===== src/rtl/sha256_pkg.sv =====
// Shared types and constants for the SHA-256 block controller.
// The IV, state enum and default geometry live here so the controller and its buffer agree on them.
package sha256_pkg;

  localparam int N_DEF = 32;
  localparam int M_DEF = 16;

  localparam logic [255:0] SHA256_IV =
    256'h6a09e667_bb67ae85_3c6ef372_a54ff53a_510e527f_9b05688c_1f83d9ab_5be0cd19;

  typedef enum logic [2:0] {
    ST_IDLE  = 3'd0,
    ST_LOAD  = 3'd1,
    ST_START = 3'd2,
    ST_RUN   = 3'd3,
    ST_CHAIN = 3'd4,
    ST_OUT   = 3'd5
  } state_e;

  function automatic logic accepts_words(input state_e s);
    return (s == ST_IDLE) || (s == ST_LOAD);
  endfunction

endpackage


===== src/rtl/sha256_blk_buf.sv =====
// M x N message word buffer with a wrapping write index and a full flag.
// Clear rewinds the index and drops the full flag but keeps the stored words visible to the core.
module sha256_blk_buf
  import sha256_pkg::*;
#(
  parameter  int N  = N_DEF,
  parameter  int M  = M_DEF,
  localparam int IW = (M > 1) ? $clog2(M) : 1
) (
  input  logic                clk_i,
  input  logic                rst_i,
  input  logic                clr_i,
  input  logic                wr_en_i,
  input  logic [N-1:0]        wr_data_i,
  output logic [M-1:0][N-1:0] words_o,
  output logic [IW-1:0]       idx_o,
  output logic                full_o
);

  logic [M-1:0][N-1:0] words_q, words_d;
  logic [IW-1:0]       idx_q, idx_d;
  logic                full_q, full_d;
  logic                at_end;

  assign at_end = (idx_q == IW'(M - 1));

  always_comb begin
    words_d = words_q;
    idx_d   = idx_q;
    full_d  = full_q;
    if (clr_i) begin
      idx_d  = '0;
      full_d = 1'b0;
    end else if (wr_en_i && !full_q) begin
      words_d[idx_q] = wr_data_i;
      idx_d          = at_end ? '0 : idx_q + IW'(1);
      full_d         = at_end;
    end
  end

  always_ff @(posedge clk_i or posedge rst_i) begin
    if (rst_i) begin
      words_q <= '0;
      idx_q   <= '0;
      full_q  <= 1'b0;
    end else begin
      words_q <= words_d;
      idx_q   <= idx_d;
      full_q  <= full_d;
    end
  end

  assign words_o = words_q;
  assign idx_o   = idx_q;
  assign full_o  = full_q;

endmodule


===== src/rtl/sha256_ctrl.sv =====
// Block sequencer for an external SHA-256 core: gathers M words, runs the core per block,
// chains intermediate hashes and presents the final digest with a valid/ready handshake.
module sha256_ctrl
  import sha256_pkg::*;
#(
  parameter int N    = N_DEF,
  parameter int M    = M_DEF,
  parameter int WDOG = 255
) (
  input  logic                clk_i,
  input  logic                rst_i,
  input  logic [N-1:0]        word_i,
  input  logic                word_valid_i,
  input  logic                word_last_i,
  output logic                word_ready_o,
  output logic [M-1:0][N-1:0] core_m_o,
  output logic [255:0]        core_h_o,
  output logic                core_rst_o,
  input  logic                core_fl_end_i,
  input  logic [255:0]        core_hash_i,
  output logic [255:0]        digest_o,
  output logic                digest_valid_o,
  input  logic                digest_ready_i,
  output logic                busy_o,
  output logic                err_o
);

  localparam int IW = (M > 1) ? $clog2(M) : 1;
  localparam int WW = $clog2(WDOG + 1);

  state_e          state_q, state_d;
  logic            last_q, last_d;
  logic [255:0]    chain_q, chain_d;
  logic [WW-1:0]   wdog_q, wdog_d;
  logic            err_q, err_d;
  logic            word_ready_q, word_ready_d;

  logic            xfer;
  logic            buf_clr;
  logic            buf_full;
  logic [IW-1:0]   buf_idx;

  assign xfer = word_valid_i & word_ready_q;

  sha256_blk_buf #(
    .N (N),
    .M (M)
  ) u_blk_buf (
    .clk_i     (clk_i),
    .rst_i     (rst_i),
    .clr_i     (buf_clr),
    .wr_en_i   (xfer),
    .wr_data_i (word_i),
    .words_o   (core_m_o),
    .idx_o     (buf_idx),
    .full_o    (buf_full)
  );

  always_ff @(posedge clk_i or posedge rst_i) begin
    if (rst_i) begin
      state_q      <= ST_IDLE;
      last_q       <= 1'b0;
      chain_q      <= SHA256_IV;
      wdog_q       <= '0;
      err_q        <= 1'b0;
      word_ready_q <= 1'b0;
    end else begin
      state_q      <= state_d;
      last_q       <= last_d;
      chain_q      <= chain_d;
      wdog_q       <= wdog_d;
      err_q        <= err_d;
      word_ready_q <= word_ready_d;
    end
  end

  always_comb begin
    state_d = state_q;
    last_d  = last_q;
    chain_d = chain_q;
    wdog_d  = wdog_q;
    err_d   = err_q;
    buf_clr = 1'b0;
    unique case (state_q)
      ST_IDLE: begin
        if (xfer) state_d = ST_LOAD;
      end
      ST_LOAD: begin
        if (xfer && (buf_idx == IW'(M - 1))) begin
          last_d  = word_last_i;
          state_d = ST_START;
        end
      end
      ST_START: begin
        wdog_d  = '0;
        state_d = buf_full ? ST_RUN : ST_LOAD;
      end
      ST_RUN: begin
        if (core_fl_end_i) begin
          state_d = ST_CHAIN;
        end else if (wdog_q == WW'(WDOG - 1)) begin
          // Core never finished: abandon the whole message.
          err_d   = 1'b1;
          chain_d = SHA256_IV;
          last_d  = 1'b0;
          buf_clr = 1'b1;
          state_d = ST_IDLE;
        end else begin
          wdog_d = wdog_q + WW'(1);
        end
      end
      ST_CHAIN: begin
        chain_d = core_hash_i;
        buf_clr = 1'b1;
        state_d = last_q ? ST_OUT : ST_LOAD;
      end
      ST_OUT: begin
        if (digest_ready_i) begin
          chain_d = SHA256_IV;
          last_d  = 1'b0;
          state_d = ST_IDLE;
        end
      end
      default: state_d = ST_IDLE;
    endcase
  end

  // Ready is registered from the next state so it stays low through reset and the first edge.
  always_comb begin
    word_ready_d   = accepts_words(state_d);
    busy_o         = (state_q != ST_IDLE);
    core_rst_o     = (state_q != ST_RUN);
    digest_valid_o = (state_q == ST_OUT);
    digest_o       = (state_q == ST_OUT) ? chain_q : '0;
  end

  assign word_ready_o = word_ready_q;
  assign core_h_o     = chain_q;
  assign err_o        = err_q;

endmodule


===== config.mk =====
export PLATFORM = sky130hd
export DESIGN_NAME = sha256_ctrl
export DESIGN_NICKNAME = d
export VERILOG_FILES = /design/src/rtl/sha256_pkg.sv /design/src/rtl/sha256_blk_buf.sv /design/src/rtl/sha256_ctrl.sv
export SDC_FILE = /design/constraint.sdc
export NUM_CORES = 1
export LEC_CHECK = 0
export ABC_AREA = 1
export CORE_AREA = 2 2 513 515
export DETAILED_ROUTE_END_ITERATION = 10
export DIE_AREA = 0 0 515 517
export PLACE_DENSITY = 0.36
export SLEW_MARGIN = 0
export SYNTH_ARGS = -nofsm -noshare
export SYNTH_HDL_FRONTEND = slang
export SYNTH_SLANG_ARGS = --single-unit

===== constraint.sdc =====
create_clock -name clk_i -period 43.7 [get_ports clk_i]
set_clock_uncertainty 0.05 [all_clocks]
set_input_delay 4.37 -clock clk_i [delete_from_list [all_inputs] [get_ports clk_i]]
set_output_delay 4.37 -clock clk_i [all_outputs]
set_load 0.03 [all_outputs]

==> impl_metrics.yaml <==
outcome:
  outcome: "finished, final reports clean"
synthesis:
  synth_compound_area_frac: 0.0223
  synth.ff_latch_count: 787
  avgSynthCellArea_um2: 8.49
  syn-num-nets: 4299
  synth_cells: 3999
  synth_area_um2: 33900
  ys_types: 29
  synth_simple_gate_area_frac: 0.307
  yosys_warnings: 0
  ys_seq_area_frac: 0.585
  synth_top_family_by_area: "simple AND/OR/NAND/NOR gates"
  synthXorXnorAreaFrac: 0.000774
  synth-adder-area-share: 0.00221
  synth_mux_area_frac: 0
setup_path:
  max_stage_delay_ps: 950
  slowest_stage: "buf_4"
  crit_path_end_kind: "flop"
  rr_worst_depth: 11
  cp_num_cells: 12
  crit_family: "buffers and inverters"
  critPathMaxFanout: 92
  path_cells: "clkdlybuf4s50_1, inv_1, nand3_1, nor2_2, nor2_4, buf_4, buf_4, buf_4, buf_4, buf_4, nand4_1, nand2_1"
  worst-path-buf-inv: 7
  path_class: "primary input to flop"
  critical_path_arrival_ps: 10080
  crit_top_cell: "buf_4"
  crit_required_ps: 44310
  cp-start-kind: "primary input"
clock_tree:
  cts-root-buf: "clkbuf_16"
  h-tree-depth: 3
  clock_sinks: 787
  tritoncts: "built"
  postCtsSetupBuffers: 0
  numCtsBuffers: 100
  post_cts_resized: 0
  cts_buffer_depth: 3
  hold_buffers: 0
  clk_latency_ps: 740
  clk_pin_slew_ps: 60
floorplanning:
  pin_count: 1323
  row_count: 188
  core_area_um2: 261000
  design.die.area_um2: 266000
  die-height_um: 517
  die_w_um: 515
  initial_core_util: 0.130
place:
  io_buffers: 1322
  dpl.hpwl_um: 169000
  gp_congestion: 0.837
  place_ws_ps: 33480
finish:
  syn_to_final_growth_pct: 58.0
  nets: 5427
  drive_gt1_frac: 0.0841
global_routing:
  grt_pass1_wl_um: 311000
  grt_max_degree: 187
  antenna_found_initial: 15
  grt_pass1_vias: 33700
  grt.overflow.total: 0
  track_usage: 0.168
routing:
  drt_iter0_drc: 2707
  drt-wirelength-per-cell_um: 27.1
  drc_errors: 0
  dr.pass1.iters: 5
  vias_per_cell: 3.93
  drt-total-wl_um: 234000
  vias: 33900
  final_antenna_net_count: 0
timing:
  finalMaxSlewViolations: 0
  timing.final.crit_share: 0.217
  period_needed_ps: 9470
  fin_ws_ps: 34230
  grt_setup_unrepaired: "no"
  setup_tns_ps: 0
  worst_pin_slew_ps: 1200
  finalHoldViolCount: 0
  maxSlewHeadroom: 0.195
  final-setup-viol-count: 0
  clock.fmax_mhz: 106
power_and_ir_drop:
  ir_drop_mv: 0.0367
  p_per_area_nw_per_um2: 78.3
  total_leakage_power_nw: 24.4
worst_hold_path:
  worstHoldPathCells: 1
  worstHoldPathType: "flop to flop"
job:
  cap_violations: 0
[worst paths after layout]
path                       slack [ps]                     end          start
min                               420                   err_o          err_o
max reg2reg                     36690   u_blk_buf.words_o[80]     state_q[0]
max in group asynchronous       35850  u_blk_buf.words_o[230]          rst_i
max                             34230   u_blk_buf.words_o[80]  core_fl_end_i
min in group asynchronous        4110           core_h_o[236]          rst_i
min reg2reg                       420                   err_o          err_o
[cells by family (layout without fill, tap and decap cells)]
group,count (synthesis),after routing
and+or+nand+nor,2414,2414
DFF,787,787
buffers and inverters,639,1847
AOI/OAI and AO/OA,150,150
adders and majority gates,6,6
xor gates and xnor gates,3,3
other,0,4
[cell usage in the layout, fill, tap and decap left out, types with 20 or more instances in the layout]
master and instances:
clkbuf_16 102, buf_2 32, dfstp_2 136, buf_4 54, nand4_1 425, nand3_1 107
nor2_1 405, clkbuf_1 20, nand2_1 1431, clkbuf_8 29, clkdlybuf4s50_1 1290, a21oi_1 138
inv_1 277, dfrtp_1 651
[layer usage]
layer	wire (um)	vias up	global-route usage
met5	0	-	0
met1	96100	17300	0.206
li1	-	15000	-
met3	18900	234	0.0517
met2	110000	1399	0.274
met4	9280	0	0.0670
[area by class of cell]
class                      count  area [um2]
fill                       28900      207000
sequential                   787       19900
timing repair buffer        1380       13600
multi-input combinational   2573       11400
tap                         3420        4280
clock buffer                 151        3030
inverter                     285        1080
clock inverter                31         392
antenna                        4        10.0
[per-stage QoR]
| stage | util | area [um2] | cells | hold slack (ps) | power (W) |
|---|---|---|---|---|---|
| floorplan | - | 33900 | 3999 | 413 | 0.00226 |
| CTS | 0.205 | 53600 | 8627 | 423 | 0.00426 |
| detailed placement | 0.192 | 50200 | 8445 | 407 | 0.00334 |
| global route | 0.205 | 53600 | 8630 | 434 | 0.00440 |
| global placement | 0.192 | 50200 | 8445 | 404 | 0.00334 |
| finish | 0.205 | 53600 | 8631 | 419 | 0.00420 |
[cells in the mapped netlist]
library cell | instances | area (um2)
inv_1 | 278 | 1040
a21oi_1 | 138 | 691
nand3_2 | 1 | 10.0
dfstp_2 | 136 | 3570
nor3_1 | 2 | 10.0
dfrtp_1 | 651 | 16300
nor2_4 | 4 | 45.0
clkbuf_1 | 172 | 646
nand4_2 | 10 | 125
nand4_1 | 425 | 2660
nor2_1 | 418 | 1570
nor3b_1 | 1 | 7.51
buf_2 | 106 | 531
nand2_4 | 1 | 11.3
nand3_1 | 108 | 541
buf_6 | 25 | 282
nand2_1 | 1432 | 5380
nor2_2 | 6 | 37.5
clkinv_1 | 1 | 3.75
o21ai_0 | 10 | 50.1
xor2_1 | 3 | 26.3
inv_2 | 6 | 22.5
or2_2 | 2 | 12.5
o2111ai_1 | 1 | 8.76
buf_1 | 33 | 124
ha_1 | 6 | 75.1
o22ai_1 | 1 | 6.26
nand2_2 | 4 | 25.0
buf_4 | 18 | 135
[power by group]
group	internal, W	switching, W
sequential	0.00108	0.000263
clock	0.000513	0.000366
combinational	0.000679	0.00130
[worst reg2reg max path, cell delays in order (launching register included)]
cell     delay, ps
dfrtp_1        490
nor2_2         130
nand2_8        530
inv_4          550
nor2_4         880
buf_4          740
buf_4          710
buf_4          810
buf_4         1020
buf_4          750
nand4_1        180
nand2_1        100
[sequential cells by signal, summed over array words and instances (netlist names)]
| register | flops |
|---|---|
| wdog_q | 8 |
| word_ready_o | 1 |
| u_blk_buf.words_o | 512 |
| core_h_o | 256 |
| last_q | 1 |
| err_o | 1 |
| u_blk_buf.full_o | 1 |
| u_blk_buf.idx_o | 4 |
| state_q | 3 |
No activity file was read; power rests on OpenSTA's default activity.
